### config.mk
export PLATFORM = sky130hd
export DESIGN_NAME = adder_nibble_serial
export DESIGN_NICKNAME = d
export VERILOG_FILES = /design/src/rtl/adder_nibble_serial_pkg.sv /design/src/rtl/adder_ripple4_struc2.sv /design/src/rtl/adder_nibble_serial.sv
export SDC_FILE = /design/constraint.sdc
export NUM_CORES = 1
export LEC_CHECK = 0
export BUFFER_PORTS_ARGS = -buffer_cell sky130_fd_sc_hd__buf_2
export CAP_MARGIN = 20
export CORE_MARGIN = 4
export CORE_UTILIZATION = 59
export CTS_CLUSTER_DIAMETER = 120
export CTS_CLUSTER_SIZE = 40
export DETAILED_ROUTE_END_ITERATION = 16
export HOLD_SLACK_MARGIN = 0.03
export PLACE_DENSITY_LB_ADDON = 0.08
export SLEW_MARGIN = 20
export SYNTH_ARGS = -nofsm -noshare
export SYNTH_HDL_FRONTEND = slang
export SYNTH_HIERARCHICAL = 1
export SYNTH_SLANG_ARGS = --single-unit
### constraint.sdc
create_clock -name clk -period 3.5 [get_ports clk]
set_input_delay 0.7 -clock clk [delete_from_list [all_inputs] [get_ports clk]]
set_output_delay 0.7 -clock clk [all_outputs]
set_load 0.02 [all_outputs]
### src/rtl/adder_nibble_serial_pkg.sv
// Shared definitions for the nibble-serial adder: slice width, FSM encodings
// and counter sizing helper.
package adder_nibble_serial_pkg;

  localparam int unsigned NIBBLE_W = 4;

  localparam logic [1:0] IDLE = 2'd0;
  localparam logic [1:0] RUN  = 2'd1;
  localparam logic [1:0] DONE = 2'd2;

  function automatic int unsigned cnt_width(input int unsigned nib);
    return (nib > 1) ? $clog2(nib) : 1;
  endfunction

endpackage

### src/rtl/adder_ripple4_struc2.sv
// 4-bit ripple-carry adder built from four gate-level full adders.
module adder_ripple4_struc2 (
  input  logic [3:0] a,
  input  logic [3:0] b,
  input  logic       cin,
  output logic [3:0] sum,
  output logic       cout
);

  logic [4:0] c;

  assign c[0] = cin;

  for (genvar i = 0; i < 4; i++) begin : g_fa
    assign sum[i]   = a[i] ^ b[i] ^ c[i];
    assign c[i + 1] = (a[i] & b[i]) | (c[i] & (a[i] ^ b[i]));
  end

  assign cout = c[4];

endmodule

### src/rtl/adder_nibble_serial.sv
// Digit-serial WIDTH-bit adder: one 4-bit ripple slice reused NIB times with a
// registered carry, behind a valid/ready handshake on each side.
module adder_nibble_serial
  import adder_nibble_serial_pkg::*;
#(
  parameter int unsigned WIDTH = 16
) (
  input  logic             clk,
  input  logic             rst_n,
  input  logic             in_valid,
  output logic             in_ready,
  input  logic [WIDTH-1:0] a,
  input  logic [WIDTH-1:0] b,
  input  logic             cin,
  output logic             out_valid,
  input  logic             out_ready,
  output logic [WIDTH-1:0] sum,
  output logic             cout,
  output logic             busy
);

  localparam int unsigned NIB = WIDTH / NIBBLE_W;
  localparam int unsigned CW  = cnt_width(NIB);
  localparam logic [CW-1:0] LAST = CW'(NIB - 1);

  if ((WIDTH % NIBBLE_W) != 0 || WIDTH < NIBBLE_W) begin : g_bad_width
    $error("adder_nibble_serial: WIDTH must be a positive multiple of 4");
  end

  logic [1:0]       state;
  logic [WIDTH-1:0] a_sh, b_sh, acc, acc_next;
  logic             carry;
  logic [CW-1:0]    cnt;
  logic [3:0]       s_sum;
  logic             s_cout;

  adder_ripple4_struc2 u_slice (
    .a    (a_sh[3:0]),
    .b    (b_sh[3:0]),
    .cin  (carry),
    .sum  (s_sum),
    .cout (s_cout)
  );

  // Slice result enters at the top so nibble 0 ends up at the bottom after NIB shifts.
  assign acc_next = WIDTH'({s_sum, acc} >> NIBBLE_W);

  assign in_ready  = (state == IDLE);
  assign out_valid = (state == DONE);
  assign busy      = (state != IDLE);

  always_ff @(posedge clk or negedge rst_n) begin
    if (!rst_n) begin
      state <= IDLE;
      a_sh  <= '0;
      b_sh  <= '0;
      carry <= 1'b0;
      cnt   <= '0;
      acc   <= '0;
      sum   <= '0;
      cout  <= 1'b0;
    end else begin
      case (state)
        IDLE: begin
          if (in_valid) begin
            a_sh  <= a;
            b_sh  <= b;
            carry <= cin;
            cnt   <= '0;
            acc   <= '0;
            state <= RUN;
          end
        end
        RUN: begin
          acc   <= acc_next;
          a_sh  <= a_sh >> NIBBLE_W;
          b_sh  <= b_sh >> NIBBLE_W;
          carry <= s_cout;
          cnt   <= cnt + CW'(1);
          if (cnt == LAST) begin
            sum   <= acc_next;
            cout  <= s_cout;
            state <= DONE;
          end
        end
        DONE: begin
          if (out_ready) state <= IDLE;
        end
        default: state <= IDLE;
      endcase
    end
  end

endmodule

==> key figures, run 1 <==
Outcome
  • Status: completed

STA
  • Period utilization: 66.0%
  • Relative slew margins: 35.3%
  • Fin. Hold Viols: 0
  • Fmax: 433 MHz
  • Pins over their slew limit: 0
  • Hold WS: 0.491 ns
  • Setup Skew: 0.00583 ns
  • Worst Tran Pin Value: 0.971 ns
  • Post-layout minimum cycle time: 2.31 ns
  • Setup TNS: 0 ns
  • RSZ-0062 raised after global routing: no
  • Final setup viols: 0

Floorplan
  • Die H: 78.3 µm
  • Die width: 78.3 µm
  • Die area: 6130 µm²
  • IO Pins: 57
  • Placeable Area: 4750 µm²
  • FP Rows: 25
  • Initial Util: 61.3%

Worst setup path
  • Reg2Reg Capture Point: acc[15]$_DFFE_PN0P_
  • Worst setup path endpoint: in_ready
  • CP startpoint: state[0]$_DFFE_PN0P_
  • CP arrival: 1.61 ns
  • CP Capture Type: output port
  • Worst Path Required: 2.80 ns
  • Crit start category: register
  • Worst setup path class: register to output port
  • RR Startpoint: a_sh[0]$_DFFE_PN0P_
  • Reg2Reg Depth: 9
  • CP max FO: 15
  • R2R Setup Slk: 1.24 ns

Place
  • Final Wtd Congestion: 0.808
  • I/O Buffers: 56
  • Detailed Place HPWL: 4130 µm

Pwr
  • Pwr dens: 987 nW/µm²
  • Leak: 1.62 nW
  • Worst vdd ir: 0.529 mV

Routing
  • Drt pass-1 iters: 4
  • Initial DRC count: 156
  • Avg WL per Cell: 16.5 µm
  • Drt drc: 0
  • DRT Wirelength: 6170 µm
  • Routed vias: 2177
  • Avg Vias per Cell: 5.82
  • Post-route ant nets: 0

Global route
  • Final global-route overflow total: 0
  • Gr usage total: 22.0%
  • Number of global-route vias before repair: 2132
  • First-pass GRT wire length: 10500 µm
  • Largest net degree at the start of global routing: 67
  • Initial antenna violation count: 0

Yosys
  • Post-synth EDFFs: 0
  • Seq/Total Area, Yosys: 56.7%
  • Synth Area in Compound Gates: 17.7%
  • Largest family of logic cells by synthesized area: compound AO/OA/AOI/OAI gates
  • Top FF cell, synth: dfrtp_1
  • Syn nets: 291
  • XOR/XNOR Fraction of Synth Area: 0%
  • Post-synthesis mux area share: 7.73%
  • Synth Register Bits: 66
  • Fraction of registers with async set/reset: 100%
  • Post-synthesis adder-cell area fraction: 3.18%
  • Synthesized area per cell: 11.7 µm²
  • Yosys Warn Count: 6
  • Synth Instances: 249
  • Mapped cell area: 2910 µm²
  • Synth Area in Simple Gates: 9.92%
  • Post-synthesis cell type count: 29

CTS
  • Root buffer cell: clkbuf_8
  • Post-CTS Resized: 0
  • Clock Sinks: 66
  • Clock slew at reported path FFs: 0.07 ns
  • CTS Buffer Depth: 2
  • Later-pin clock latency in the skew report: 0.33 ns
  • CTS tree: built
  • H-tree Lvls: 3
  • Post-CTS setup buffer count: 0
  • # hold bufs at CTS: 0
  • CTS Buf Count: 9

Finish
  • Most common cell after layout, fill and taps aside: dfrtp_1
  • Share of layout cells above drive strength 1: 32.6%
  • Most frequent cells in the layout: 66 x dfrtp_1, 56 x buf_2, 24 x o22ai_1, 24 x nor3_1, 14 x o21ai_0
  • Nets: 344
  • Area Overhead vs Synth: 17.1%
  • N_diodes: 0

Min path
  • HP Class: register to register

Job
  • MaxCap Viol Count: 0
==> Yosys cell counts (6+ instances only) <==
cell / instances / area share [%]
o21ai_0: 14 / 2.4
buf_2: 11 / 1.9
inv_1: 13 / 1.7
dfrtp_1: 66 / 57
nor3_1: 24 / 4.1
nor2_1: 13 / 1.7
nand2_1: 8 / 1.0
o22ai_1: 24 / 5.2
mux2_4: 9 / 4.6
o32ai_1: 9 / 2.7
mux2_2: 8 / 3.1
clkbuf_1: 6 / 0.77
a22o_1: 13 / 3.9
==> power by group <==
group	internal (mW)	switching [mW]
Sequential	1.11	0.270
Combinational	0.619	0.754
Clock	0.326	0.290
Total	2.05	1.31
==> per-stage QoR <==
step	instances	power, mW	worst slack, ns	utilization [%]	instance area (µm²)
after floorplan	249	2.40	1.39	-	2910
after global placement	358	2.71	1.34	67.7	3220
after detailed placement	358	2.77	1.28	67.7	3220
after CTS	374	3.39	1.20	71.8	3410
after global routing	374	3.62	1.06	71.8	3410
final	374	3.37	1.19	71.8	3410
==> logic make-up (layout without fill, tap and decap cells) <==
family                     after synthesis  in the layout
adders and majority gates                5              5
buffers and inverters                   31             89
DFF                                     66             66
and+or+nand+nor                         57             57
muxes                                   17             17
AOI/OAI and AO/OA                       73             73
==> sequential cells by signal, indices dropped and copies added (netlist names) <==
| signal | flops |
|---|---|
| cnt | 2 |
| state | 2 |
| carry | 1 |
| b_sh | 16 |
| cout | 1 |
| acc | 12 |
| sum | 16 |
| a_sh | 16 |
==> worst min path at each step <==
stage | start | endpoint | slack, ns | cells past startpoint
final | cnt[0]$_DFFE_PN0P_ | cnt[0]$_DFFE_PN0P_ | 0.49 | 1
after global routing | sum[3]$_DFFE_PN0P_ | sum[3]$_DFFE_PN0P_ | 0.52 | 1
after CTS | cnt[0]$_DFFE_PN0P_ | cnt[0]$_DFFE_PN0P_ | 0.50 | 1
after detailed placement | acc[6]$_DFFE_PN0P_ | acc[6]$_DFFE_PN0P_ | 0.49 | 1
after global placement | cnt[0]$_DFFE_PN0P_ | cnt[0]$_DFFE_PN0P_ | 0.48 | 1
after floorplan | rst_n | a_sh[0]$_DFFE_PN0P_ | 0.40 | 0
==> per-layer routing <==
layer / global-route usage [%] / part of all wire, % / vias to the layer above
li1: - / - / 1032
met5: 0 / 0 / -
met4: 11.9 / 2.3 / 0
met1: 28.9 / 43 / 1057
met2: 34.6 / 49 / 77
met3: 4.36 / 5.4 / 11
==> worst max-delay path, stage by stage (launching register included) <==
cell     delay, ns
dfrtp_1       0.54
nor2_1        0.47
buf_2         0.26
==> final cells by class <==
| type | count | area [µm²] |
|---|---|---|
| inverter | 13 | 48.8 |
| fill | 369 | 1340 |
| tap | 67 | 83.8 |
| timing repair buffer | 60 | 310 |
| sequential | 66 | 1650 |
| clock buffer | 9 | 124 |
| multi-input combinational | 152 | 1120 |
| clock inverter | 7 | 70.1 |
Power figures use the tool's default switching activity.
==> inputs of run 2 (changes only) <==
Settings changed: ABC_AREA from default to 1, CORE_UTILIZATION 59 to 55.
Clock period 3.5 ns to 2.3 ns, I/O delays scaled along.
==> run 2 against run 1 <==
  * Combinational power grew 75%
  * Utilization decreased by 5.0 points
  * First-iteration DRC count is 23% lower
  * Largest power group is now combinational cells
  * Clock power grew 67%
  * Critical path type is now register to register
  * Highest routed layer unchanged
  * Total power up 61%
  * Worst hold slack worse by 0.39 ns
  * Sequential power grew 44%
==> key figures, run 2 <==
Finish
  • Most frequent cells in the layout: 111 x nand2_1, 72 x inv_1, 66 x dfrtp_1
  • N_diodes: 0
  • Area Overhead vs Synth: 16.5%
  • Nets: 479
  • Final Instance Count excl. Fillers: 514
  • Fin area: 3700 µm²
  • Biggest regs: a_sh: 16 flops, b_sh: 16 flops, sum: 16 flops
  • Most common cell after layout, fill and taps aside: nand2_1
  • Share of layout cells above drive strength 1: 22.2%
  • Finished Core Util: 66.8%

STA
  • Setup Skew: 0.00725 ns
  • Post-layout minimum cycle time: 2.15 ns
  • Post-route setup slack: 0.149 ns
  • RSZ-0062 raised after global routing: no
  • Fin. Hold Viols: 0
  • Relative slew margins: 52.9%
  • Setup TNS: 0 ns
  • Hold WS: 0.103 ns
  • Final setup viols: 0
  • Pins over their slew limit: 0
  • Period utilization: 93.5%
  • Worst Tran Pin Value: 0.705 ns
  • Fmax: 465 MHz

Global route
  • First-pass GRT wire length: 10700 µm
  • Number of global-route vias before repair: 2381
  • Gr usage total: 19.1%
  • Final global-route overflow total: 0
  • Initial antenna violation count: 0
  • Largest net degree at the start of global routing: 47

Worst setup path
  • Reg2Reg Depth: 10
  • CP bufs+invs: 4
  • Critical path cell sequence: fa_2 -> inv_2 -> fa_1 -> inv_1 -> fa_1 -> inv_1 -> fa_1 -> inv_1 -> nand3_1 -> nand2_1
  • RR Startpoint: a_sh[0]$_DFFE_PN0P_
  • Top Family by Delay on Critical Path: adder cells
  • Worst Path Required: 2.56 ns
  • Reg2Reg Capture Point: sum[15]$_DFFE_PN0P_
  • Worst setup path class: register to register
  • R2R Setup Slk: 0.15 ns
  • CP max FO: 2
  • CP Capture Type: register
  • Crit path largest cell delay: 0.41 ns
  • Crit start category: register
  • CP arrival: 2.41 ns
  • Worst path slowest cell: dfrtp_1

Job
  • MaxCap Viol Count: 0

CTS
  • CTS Buffer Depth: 2
  • Root buffer cell: clkbuf_8
  • # hold bufs at CTS: 0
  • Clock slew at reported path FFs: 0.07 ns
  • H-tree Lvls: 3
  • Later-pin clock latency in the skew report: 0.33 ns
  • CTS Buf Count: 9
  • Clock Sinks: 66
  • CTS tree: built

Floorplan
  • Placeable Area: 5540 µm²
  • Die area: 7050 µm²
  • Die width: 84.0 µm
  • IO Pins: 57
  • Die H: 84.0 µm
  • FP Rows: 27
  • Initial Util: 57.3%

Pwr
  • Pwr dens: 1470 nW/µm²
  • Post-layout power: 5.43 mW
  • Worst vdd ir: 0.651 mV
  • Leak: 2.09 nW

Yosys
  • Synth cell count leaders: 111 x nand2_1, 73 x inv_1, 66 x dfrtp_1
  • Top FF cell, synth: dfrtp_1
  • Seq/Total Area, Yosys: 52.0%
  • Fraction of registers with async set/reset: 100%
  • Yosys top cell area share: 52.0%
  • Synthesized area per cell: 8.27 µm²
  • Synth Register Bits: 66
  • Synth area leaders: dfrtp_1 52%, nand2_1 13%, nand3_1 9.9%
  • Syn nets: 426
  • Synth Instances: 384
  • Yosys Warn Count: 6
  • Mapped cell area: 3180 µm²
  • Most common cell in the synthesized netlist: nand2_1
  • Post-synthesis cell type count: 19
  • Post-synth EDFFs: 0
  • Biggest area consumer among synthesized cells: dfrtp_1

Routing
  • Routed vias: 2513
  • Post-route ant nets: 0
  • Drt drc: 0
  • Initial DRC count: 120
  • Avg Vias per Cell: 4.89
  • Drt pass-1 iters: 4
  • DRT Wirelength: 6290 µm
  • Avg WL per Cell: 12.2 µm

Place
  • Placed instance count: 497
  • Place WS: 0.102 ns
  • Detailed Place HPWL: 4070 µm
  • I/O Buffers: 56
  • Placement Cell Area: 3470 µm²
  • Final Wtd Congestion: 0.740

Min path
  • HP Class: input pin to async pin

Outcome
  • Status: completed
[run 2: power breakdown]
group / internal, mW / leakage, nW / switching, mW
Sequential: 1.68 / 0.838 / 0.310
Combinational: 0.836 / 1.15 / 1.57
Clock: 0.621 / 0.110 / 0.409
Total: 3.14 / 2.09 / 2.29
[run 2: what timing repair did]
| item | CTS | global route |
|---|---|---|
| resized for setup | 0 | 2 |
| setup buffers | 0 | 1 |
| setup endpoints to repair | 0 | 2 |
[run 2: final cells by class]
cell class                 instances  area [µm²]
clock buffer                      15         186
clock inverter                     1        30.0
fill                             485        1840
inverter                          75         282
multi-input combinational        223        1120
sequential                        66        1650
tap                               72        90.1
timing repair buffer              62         338
[run 2: logic make-up (layout without fill, tap and decap cells)]
logic type	Yosys count	count (layout)	synth area share [%]
simple gates	182	182	25.0
buf+inv	95	153	12.8
flops	66	66	52.0
compound gates	36	36	7.29
fa+ha+maj	5	5	2.92
[run 2: worst max path at each step]
stage,from,to,slack (ns),cells past startpoint
2_1_floorplan,a_sh[0]$_DFFE_PN0P_,sum[15]$_DFFE_PN0P_,0.19,10
3_3_place_gp,a_sh[0]$_DFFE_PN0P_,sum[15]$_DFFE_PN0P_,0.15,10
4_1_cts,a_sh[0]$_DFFE_PN0P_,sum[15]$_DFFE_PN0P_,0.08,10
6_report,a_sh[0]$_DFFE_PN0P_,sum[15]$_DFFE_PN0P_,0.15,10
5_1_grt,a_sh[0]$_DFFE_PN0P_,sum[15]$_DFFE_PN0P_,0.04,10
3_5_place_dp,a_sh[0]$_DFFE_PN0P_,sum[15]$_DFFE_PN0P_,0.10,10
[run 2: worst register-to-register path, stage by stage (launching register included)]
cell and delay [ns]:
dfrtp_1 0.41, fa_2 0.39, inv_2 0.06, fa_1 0.15
inv_1 0.05, fa_1 0.35, inv_1 0.07, fa_1 0.40
inv_1 0.07, nand3_1 0.07, nand2_1 0.08
[run 2: routing by layer]
metal / GRT usage [%] / wire, µm / up-vias
met5: 0 / 0 / -
met4: 7.46 / 106 / 0
met3: 3.95 / 251 / 10
met2: 32.1 / 3060 / 50
met1: 24.2 / 2870 / 1179
li1: - / - / 1274
